===== config.mk =====
export PLATFORM = sky130hd
export DESIGN_NAME = axi4s_uart_cfg
export DESIGN_NICKNAME = d
export VERILOG_FILES = /design/src/rtl/axi4s_uart_pkg.sv /design/src/rtl/axi4s_uart_tick.sv /design/src/rtl/axi4s_uart_cfg.sv
export SDC_FILE = /design/constraint.sdc
export NUM_CORES = 1
export LEC_CHECK = 0
export CORE_MARGIN = 2
export CORE_UTILIZATION = 60
export DETAILED_ROUTE_END_ITERATION = 8
export HOLD_SLACK_MARGIN = 0.05
export PLACE_DENSITY = 0.89
export REMOVE_ABC_BUFFERS = 1
export SLEW_MARGIN = 5
export SYNTH_ARGS = -nofsm -noshare
export SYNTH_HDL_FRONTEND = slang
export SYNTH_SLANG_ARGS = --single-unit

===== constraint.sdc =====
create_clock -name aclk -period 5.6 [get_ports aclk]
set_input_delay 0.56 -clock aclk [delete_from_list [all_inputs] [get_ports aclk]]
set_output_delay 0.56 -clock aclk [all_outputs]
set_load 0.005 [all_outputs]

===== src/rtl/axi4s_uart_pkg.sv =====
// axi4s_uart_pkg: shared types, constants and divider arithmetic for the configurable UART
package axi4s_uart_pkg;
  typedef enum logic [1:0] {PAR_NONE, PAR_EVEN, PAR_ODD} parity_t;
  localparam int OVERSAMPLE = 16;
  localparam int TU_FRAME = 0;
  localparam int TU_PARITY = 1;
  localparam int TU_OVERRUN = 2;
  function automatic int ovs_div(input longint freq, input longint baud);
    return baud < 1 ? 0 : int'((freq + 8 * baud) / (OVERSAMPLE * baud));
  endfunction
endpackage


===== src/rtl/axi4s_uart_tick.sv =====
// axi4s_uart_tick: free-running divider producing a one-cycle oversample tick
module axi4s_uart_tick #(
  parameter int DIV = 1
) (
  input  logic aclk,
  input  logic aresetn,
  output logic tick
);
  localparam int W = DIV > 1 ? $clog2(DIV) : 1;
  logic [W-1:0] cnt;
  assign tick = cnt == W'(DIV - 1);
  // count 0..DIV-1 and wrap on the tick
  always_ff @(posedge aclk or negedge aresetn)
    if (!aresetn) cnt <= '0;
    else cnt <= tick ? '0 : cnt + 1'b1;
endmodule


===== src/rtl/axi4s_uart_cfg.sv =====
// axi4s_uart_cfg: AXI4-Stream UART with configurable data width, parity and stop bits
module axi4s_uart_cfg #(
  parameter int ACLK_FREQUENCY = 200000000,
  parameter int BAUD_RATE = 9600,
  parameter int BAUD_RATE_SIM = 50000000,
  parameter int SIM_MODE = 0,
  parameter int DATA_BITS = 8,
  parameter int PARITY = 0,
  parameter int STOP_BITS = 1
) (
  input  logic                 aclk,
  input  logic                 aresetn,
  output logic                 uart_txd,
  input  logic                 uart_rxd,
  input  logic                 tx_byte_tvalid,
  output logic                 tx_byte_tready,
  input  logic [DATA_BITS-1:0] tx_byte_tdata,
  input  logic                 tx_byte_tkeep,
  output logic                 rx_byte_tvalid,
  input  logic                 rx_byte_tready,
  output logic [DATA_BITS-1:0] rx_byte_tdata,
  output logic [2:0]           rx_byte_tuser
);
  import axi4s_uart_pkg::*;
  localparam int DIV = ovs_div(ACLK_FREQUENCY, SIM_MODE != 0 ? BAUD_RATE_SIM : BAUD_RATE);
  localparam logic [3:0] LAST_T = 4'(OVERSAMPLE - 1);
  localparam logic [3:0] LAST_D = 4'(DATA_BITS - 1);
  localparam logic [3:0] LAST_S = 4'(STOP_BITS - 1);
  localparam logic ODD = PARITY == int'(PAR_ODD);
  localparam logic HAS_PAR = PARITY != int'(PAR_NONE);
  if (DIV < 1 || DATA_BITS < 5 || DATA_BITS > 9 || PARITY < 0 || PARITY > 2 || (STOP_BITS != 1 && STOP_BITS != 2)) begin : g_param_check
    $error("axi4s_uart_cfg: illegal parameter set");
  end
  typedef enum logic [2:0] {T_IDLE, T_WAIT, T_START, T_DATA, T_PAR, T_STOP} tx_st_t;
  typedef enum logic [2:0] {R_IDLE, R_START, R_DATA, R_PAR, R_STOP} rx_st_t;
  logic tick;
  axi4s_uart_tick #(.DIV(DIV)) u_tick (.aclk(aclk), .aresetn(aresetn), .tick(tick));
  tx_st_t tx_st, tx_st_n;
  logic [DATA_BITS:0] tx_sh, tx_sh_n;
  logic [3:0] tx_tc, tx_tc_n, tx_bc, tx_bc_n;
  logic tx_rdy, tx_txd_n, tx_end;
  assign tx_byte_tready = tx_rdy && tx_st == T_IDLE;
  assign tx_end = tick && tx_tc == LAST_T;
  // TX next state; the shift register carries the parity bit above the payload
  always_comb begin
    tx_st_n = tx_st;
    tx_sh_n = tx_sh;
    tx_tc_n = tx_tc;
    tx_bc_n = tx_bc;
    if (tick && tx_st != T_IDLE && tx_st != T_WAIT) tx_tc_n = tx_tc + 4'd1;
    case (tx_st)
      T_IDLE: if (tx_byte_tvalid && tx_byte_tready && tx_byte_tkeep) begin
        tx_sh_n = {(^tx_byte_tdata) ^ ODD, tx_byte_tdata};
        tx_tc_n = '0;
        tx_bc_n = '0;
        tx_st_n = tick ? T_START : T_WAIT;
      end
      T_WAIT: tx_st_n = tick ? T_START : T_WAIT;
      T_START: tx_st_n = tx_end ? T_DATA : T_START;
      T_DATA: if (tx_end) begin
        tx_sh_n = tx_sh >> 1;
        tx_bc_n = tx_bc == LAST_D ? 4'd0 : tx_bc + 4'd1;
        tx_st_n = tx_bc != LAST_D ? T_DATA : HAS_PAR ? T_PAR : T_STOP;
      end
      T_PAR: tx_st_n = tx_end ? T_STOP : T_PAR;
      T_STOP: if (tx_end) begin
        tx_bc_n = tx_bc + 4'd1;
        tx_st_n = tx_bc == LAST_S ? T_IDLE : T_STOP;
      end
      default: tx_st_n = T_IDLE;
    endcase
    tx_txd_n = tx_st_n == T_START ? 1'b0 : (tx_st_n == T_DATA || tx_st_n == T_PAR) ? tx_sh_n[0] : 1'b1;
  end
  // TX state register; the line output is registered so it never glitches
  always_ff @(posedge aclk or negedge aresetn)
    if (!aresetn) begin
      tx_st <= T_IDLE;
      tx_sh <= '0;
      tx_tc <= '0;
      tx_bc <= '0;
      tx_rdy <= 1'b0;
      uart_txd <= 1'b1;
    end else begin
      tx_st <= tx_st_n;
      tx_sh <= tx_sh_n;
      tx_tc <= tx_tc_n;
      tx_bc <= tx_bc_n;
      tx_rdy <= 1'b1;
      uart_txd <= tx_txd_n;
    end
  rx_st_t rx_st, rx_st_n;
  logic [DATA_BITS-1:0] rx_sh, rx_sh_n;
  logic [3:0] rx_tc, rx_tc_n, rx_bc, rx_bc_n;
  logic [1:0] rx_smp, rx_smp_n;
  logic rx_m, rx_s, rx_p, rx_perr, rx_perr_n, rx_dec, rx_v, rx_end, rx_done, rx_ovr;
  assign rx_dec = tick && rx_tc == 4'd9;
  assign rx_end = tick && rx_tc == LAST_T;
  assign rx_v = (rx_smp[1] & rx_smp[0]) | (rx_smp[1] & rx_s) | (rx_smp[0] & rx_s);
  // synchronise the line and keep one extra stage for falling-edge detection
  always_ff @(posedge aclk or negedge aresetn)
    if (!aresetn) {rx_m, rx_s, rx_p} <= 3'b111;
    else {rx_m, rx_s, rx_p} <= {uart_rxd, rx_m, rx_s};
  // RX next state; samples at ticks 7 and 8 are voted with tick 9
  always_comb begin
    rx_st_n = rx_st;
    rx_sh_n = rx_sh;
    rx_tc_n = rx_tc;
    rx_bc_n = rx_bc;
    rx_perr_n = rx_perr;
    rx_done = 1'b0;
    rx_smp_n = tick && (rx_tc == 4'd7 || rx_tc == 4'd8) ? {rx_smp[0], rx_s} : rx_smp;
    if (tick && rx_st != R_IDLE) rx_tc_n = rx_tc + 4'd1;
    case (rx_st)
      R_IDLE: if (rx_p && !rx_s) begin
        rx_st_n = R_START;
        rx_tc_n = '0;
        rx_bc_n = '0;
        rx_perr_n = 1'b0;
      end
      R_START: rx_st_n = rx_dec && rx_v ? R_IDLE : rx_end ? R_DATA : R_START;
      R_DATA: begin
        if (rx_dec) rx_sh_n = {rx_v, rx_sh[DATA_BITS-1:1]};
        if (rx_end) begin
          rx_bc_n = rx_bc + 4'd1;
          rx_st_n = rx_bc != LAST_D ? R_DATA : HAS_PAR ? R_PAR : R_STOP;
        end
      end
      R_PAR: begin
        if (rx_dec) rx_perr_n = rx_v ^ (^rx_sh) ^ ODD;
        rx_st_n = rx_end ? R_STOP : R_PAR;
      end
      R_STOP: if (rx_dec) begin
        rx_done = 1'b1;
        rx_st_n = R_IDLE;
      end
      default: rx_st_n = R_IDLE;
    endcase
  end
  // RX state register
  always_ff @(posedge aclk or negedge aresetn)
    if (!aresetn) begin
      rx_st <= R_IDLE;
      rx_sh <= '0;
      rx_tc <= '0;
      rx_bc <= '0;
      rx_smp <= 2'b11;
      rx_perr <= 1'b0;
    end else begin
      rx_st <= rx_st_n;
      rx_sh <= rx_sh_n;
      rx_tc <= rx_tc_n;
      rx_bc <= rx_bc_n;
      rx_smp <= rx_smp_n;
      rx_perr <= rx_perr_n;
    end
  // output holding register; a frame arriving while one is still held is dropped and flagged
  always_ff @(posedge aclk or negedge aresetn)
    if (!aresetn) begin
      rx_byte_tvalid <= 1'b0;
      rx_byte_tdata <= '0;
      rx_byte_tuser <= '0;
      rx_ovr <= 1'b0;
    end else if (rx_done && (!rx_byte_tvalid || rx_byte_tready)) begin
      rx_byte_tvalid <= 1'b1;
      rx_byte_tdata <= rx_sh;
      rx_byte_tuser[TU_OVERRUN] <= rx_ovr;
      rx_byte_tuser[TU_PARITY] <= rx_perr;
      rx_byte_tuser[TU_FRAME] <= !rx_v;
      rx_ovr <= 1'b0;
    end else begin
      if (rx_done) rx_ovr <= 1'b1;
      if (rx_byte_tready) rx_byte_tvalid <= 1'b0;
    end
endmodule


==> flow_summary.ini, run 1 <==
[run_status]
outcome = complete, no violations

[final_layout]
nets = 373
fin_cells = 427
diodes = 0
area_growth_syn_to_layout_pct = 15.5
drive_above_1_share_pct = 14.6

[critical_path]
r2r_slack_ps = 2970
worstSetupEndpointType = flop
arrival_ps = 2870
reg2regPathDepth = 5
cp-endpoint = rx_byte_tdata[4]$_DFFE_PN0P_
cp_max_fo = 12
r2r-start = u_tick.cnt[5]$_DFF_PN0_
startpoint = u_tick.cnt[5]$_DFF_PN0_
cp-start-kind = flop
reg2reg_to = rx_byte_tdata[4]$_DFFE_PN0P_
crit_type = flop to flop
crit_required_ps = 5830

[floorplan]
die-area_sq_um = 6280
die_h_microns = 79.3
die_w_microns = 79.3
io_pins = 28
rows = 27
coreArea_sq_um = 5470
start_util_pct = 62.1

[grt]
antenna_found_initial = 0
grt_pass1_vias = 2435
grt_usage_pct = 22.9
overflow = 0
grt_max_degree = 72
grt_pass1_wl_mm = 10.9

[routing]
drt-pass1-iter-count = 4
detail-route-antenna-nets = 0
vias = 2405
via_per_inst = 5.63
drtIter0Drc = 140
drc = 0
wl_mm = 6.32
wl_per_cell_microns = 14.8

[logic_synthesis]
synth_top_family_by_area = simple AND/OR/NAND/NOR gates
synth-simple-area-share_pct = 18.0
synthCells = 318
synth_fa_ha_area_share_pct = 3.31
yosysSeqAreaShare_pct = 52.5
synth_compound_area_share_pct = 8.28
avgSynthCellArea_sq_um = 10.7
synth.area.mux_share_pct = 7.22
yosys_warnings = 0
yosysUniqueCellTypes = 51
synth-xor-area-share_pct = 7.99
netlist_area_sq_um = 3400
synth-seq-cells = 71

[clocking]
cts_tree = done
postCtsHoldBufs = 0
ctsResizeCount = 0
insertion_delay_ps = 350
numCtsBuffers = 9
cts.path.max_buffers = 2
htree_num_levels = 3
post-cts-setup-buffers = 0
clk_pin_slew_ps = 80
clock-sinks = 71
cts-root-buf = clkbuf_8

[timing]
maxSlewViolCount = 0
worst_pin_slew_ps = 846
fin_worst_skew_ps = 10.5
rsz0062_at_grt = no
slew_headroom_pct = 43.6
fmax_ghz = 0.380
finalHoldViolCount = 0
setup_tns_ps = 0
finalSetupViolCount = 0
timing.final.crit_period_ps = 2630
fin_crit_sh_pct = 47.0

[job]
maxCapViolCount = 0

[power]
cellLeakagePower_nw = 1.77
power_density_nw_per_um2 = 245
irDropWorstVdd_v = 0.000224

[place]
hpwl_mm = 4.36
io_buffers = 27
place.gp.congestion = 0.806
place_inst = 411

[hold_path]
hp-class = flop to flop
## layer usage
layer / track usage, % / wire [microns]
met1: 27.8 / 2760
met2: 39.9 / 3270
met3: 4.09 / 183
met4: 9.83 / 119
met5: 0 / 0
## synth_stat cells (all sizes together)
master,n,area (sq um)
a32o,1,10.0
or2,3,18.8
nand3b,5,37.5
o21a,1,7.51
o22ai,1,6.26
a21boi,1,7.51
nor3,6,30.0
nor2,32,128
a22oi,7,52.6
o31a,2,17.5
o2111ai,1,8.76
nor4,1,6.26
mux2,20,225
ha,9,113
mux2i,2,20.0
nand3,16,80.1
o21bai,2,15.0
nand4,4,25.0
and3,3,18.8
xor2,14,123
nor4b,3,32.5
nand2b,4,25.0
nand4b,1,8.76
and4bb,1,12.5
clkbuf,4,15.0
buf,4,28.8
a221o,1,10.0
nor2b,1,6.26
a211o,2,17.5
xnor2,17,149
o22a,1,8.76
inv,12,45.0
and4,2,20.0
a21oi,6,33.8
nor3b,1,7.51
nand2,37,139
or3,1,6.26
a31oi,3,18.8
conb,1,3.75
dfrtp,65,1630
and3b,1,8.76
a21o,1,7.51
dfstp,6,158
o21ai,12,60.1
## state kept, by name, indices dropped and copies added (netlist names), 4 cells and up
register,flops
u_tick.cnt,11
tx_sh,9
rx_byte_tdata,8
rx_sh,8
rx_bc,4
rx_tc,4
tx_bc,4
tx_tc,4
## logic make-up after synthesis
group / count (synthesis)
simple gates: 122
flops: 71
compound gates: 42
xor+xnor: 31
mux: 22
buf+inv: 20
fa+ha+maj: 9
other cells: 1
## layout by cell type, fill, tap and decap left out, types with 12 or more instances in the layout
cell type / n
dfrtp_1: 65
nand2_1: 37
nor2_1: 31
clkdlybuf4s50_1: 26
mux2_2: 19
xnor2_1: 17
nand3_1: 16
xor2_1: 14
inv_1: 12
o21ai_0: 12
## through the flow
stage	hold WS [ps]	instance area, sq um	worst slack (ps)	total power, mW	utilization [%]
floorplan	264	3350	3120	0.541	-
global placement	359	3730	3180	0.563	68.2
detailed placement	366	3730	3030	0.565	68.2
CTS	378	3930	2950	0.969	71.7
global route	384	3930	2730	0.998	71.7
finish	379	3930	2970	0.962	71.7
## area by class of cell
class	count	area, sq um
timing repair buffer	29	280
clock inverter	6	67.6
tap	72	90.1
fill	402	1550
clock buffer	10	128
sequential	71	1780
multi-input combinational	227	1530
inverter	12	45.0
## power by group
part | switching (mW) | leakage (nW) | internal (mW) | total (mW)
Sequential | 0.00286 | 0.914 | 0.516 | 0.519
Clock | 0.200 | 0.0933 | 0.208 | 0.408
Combinational | 0.0194 | 0.758 | 0.0157 | 0.0351
## worst min path at each step
stage,from,end,slack (ps),cells after the start
6_report,rx_s$_DFF_PN1_,rx_p$_DFF_PN1_,380,0
5_1_grt,rx_s$_DFF_PN1_,rx_p$_DFF_PN1_,380,0
4_1_cts,rx_s$_DFF_PN1_,rx_p$_DFF_PN1_,380,0
3_5_place_dp,rx_m$_DFF_PN1_,rx_s$_DFF_PN1_,370,0
3_3_place_gp,rx_m$_DFF_PN1_,rx_s$_DFF_PN1_,360,0
2_1_floorplan,aresetn,rx_bc[0]$_DFFE_PN0P_,260,0
## critical path, stage by stage, from the launching register on
cell and delay, ps:
dfrtp_1 440, nor4b_2 350, nand4_1 480, nor3_1 470, nand2_1 390, mux2_2 390
No activity file was read; power rests on OpenSTA's default activity.
==> inputs of run 2 (changes only) <==
Settings changed: CORE_UTILIZATION 60 to 58, PLACE_DENSITY 0.89 to 0.87.
Clock period 5.6 ns to 2.6 ns, I/O delays scaled along.
==> run 2 against run 1 <==
  * Final area grew 1.1%
  * Clock skew shrank 1.4 ps
  * Non-clock buffer count grew 2
  * Critical path depth grew 1
==> flow_summary.ini, run 2 (synthesized netlist as in run 1, its figures left out) <==
[run_status]
outcome = complete, no violations

[place]
dpl_cell_area_sq_um = 3750
io_buffers = 27
hpwl_mm = 4.18
place.gp.congestion = 0.871
place_ws_ps = 378

[clocking]
clk_pin_slew_ps = 70
cts-root-buf = clkbuf_8
cts.path.max_buffers = 2
insertion_delay_ps = 350
htree_num_levels = 3
numCtsBuffers = 9
clock-sinks = 71
cts_tree = done
ctsResizeCount = 0

[grt]
grt_max_degree = 72
overflow = 0
antenna_found_initial = 0
grt_usage_pct = 22.8
grt_pass1_vias = 2411
grt_pass1_wl_mm = 11.3

[final_layout]
final_cell_mix = dfrtp_1, nand2_1, nor2_1
final_common_cell = dfrtp_1
nets = 375
stdcell_area_sq_um = 3970
diodes = 0
area_growth_syn_to_layout_pct = 16.8
top_register = u_tick.cnt
top_regs = u_tick.cnt x11, tx_sh x9
largest_register_ffs = 11
drive_above_1_share_pct = 14.8

[power]
power_density_nw_per_um2 = 533
irDropWorstVdd_v = 0.000375
power_mw = 2.12
cellLeakagePower_nw = 1.79

[routing]
vias = 2443
detail-route-antenna-nets = 0
wl_per_cell_microns = 14.8
wl_mm = 6.34
via_per_inst = 5.69
drc = 0
drtIter0Drc = 191
drt-pass1-iter-count = 4

[critical_path]
crit_type = flop to flop
crit_required_ps = 2870
cp_max_fo = 14
cp-start-kind = flop
arrival_ps = 2540
worstSetupEndpointType = flop

[timing]
postLayoutSetupSlackWorst_ps = 334
fmax_ghz = 0.441
finalHoldViolCount = 0
finalSetupViolCount = 0
rsz0062_at_grt = no
setup_tns_ps = 0
timing.final.crit_period_ps = 2270
slew_headroom_pct = 63.2
maxSlewViolCount = 0
worst_pin_slew_ps = 546
fin_crit_sh_pct = 87.1
fin_worst_skew_ps = 9.13

[floorplan]
die_h_microns = 80.5
io_pins = 28
die-area_sq_um = 6490
start_util_pct = 61.0
rows = 27
coreArea_sq_um = 5570
die_w_microns = 80.5

[hold_path]
hp-class = primary input to flop

[job]
maxCapViolCount = 0
## run 2: cell types whose count changed in the layout (fill, tap and decap cells not counted), sizes merged
cell	before	now
buf	3	4
clkbuf	10	13
clkinv	1	2
clkinvlp	2	0
dlygate4sd3	0	1
inv	14	12
## run 2: timing repair
item	in CTS	in global routing
endpoints found under the setup margin	0	0
setup buffers	0	0
endpoints found under the hold margin	65	0
hold buffers	1	0
## run 2: final cells by class
cell class	count	area, sq um
Fill cell	384	1600
Tap cell	72	90.1
Clock buffer	13	169
Multi-Input combinational cell	227	1530
Clock inverter	3	40.0
Inverter	12	45.0
Timing Repair Buffer	31	310
Sequential cell	71	1780
## run 2: worst paths after layout
check	from	endpoint	slack, ps	depth (start not counted)
max in group asynchronous	aresetn	rx_p$_DFF_PN1_	1800	3
min in group asynchronous	aresetn	tx_bc[3]$_DFFE_PN0P_	460	3
hold reg to reg	rx_m$_DFF_PN1_	rx_s$_DFF_PN1_	360	0
setup / recovery	u_tick.cnt[5]$_DFF_PN0_	uart_txd$_DFF_PN1_	330	6
setup reg to reg	u_tick.cnt[5]$_DFF_PN0_	uart_txd$_DFF_PN1_	330	6
hold / removal	uart_rxd	rx_m$_DFF_PN1_	320	1
## run 2: worst max-delay path, stage by stage, from the launching register on
cell and delay [ps]:
dfrtp_1 440, nor4b_2 360, and4_4 370, and3b_1 410, a21oi_2 120, o31a_1 310, o22a_1 180
## run 2: report_power, final
| part | switching, mW | leakage (nW) | internal [mW] |
|---|---|---|---|
| sequential | 0.00576 | 0.914 | 1.11 |
| clock | 0.400 | 0.109 | 0.519 |
| combinational | 0.0428 | 0.771 | 0.0370 |
## run 2: per-stage QoR
stage | util, % | hold WS, ps | cells
final | 71.2 | 318 | 429
after global routing | 71.2 | 317 | 429
after CTS | 71.2 | 312 | 429
after detailed placement | 67.3 | 310 | 412
after global placement | 67.3 | 316 | 412
after floorplan | - | -35.6 | 310
## run 2: routing by layer
metal / GRT usage (%) / routed length [microns]
met1: 31.2 / 2880
met5: 0 / 0
met2: 36.0 / 3120
met3: 4.49 / 256
met4: 8.98 / 89
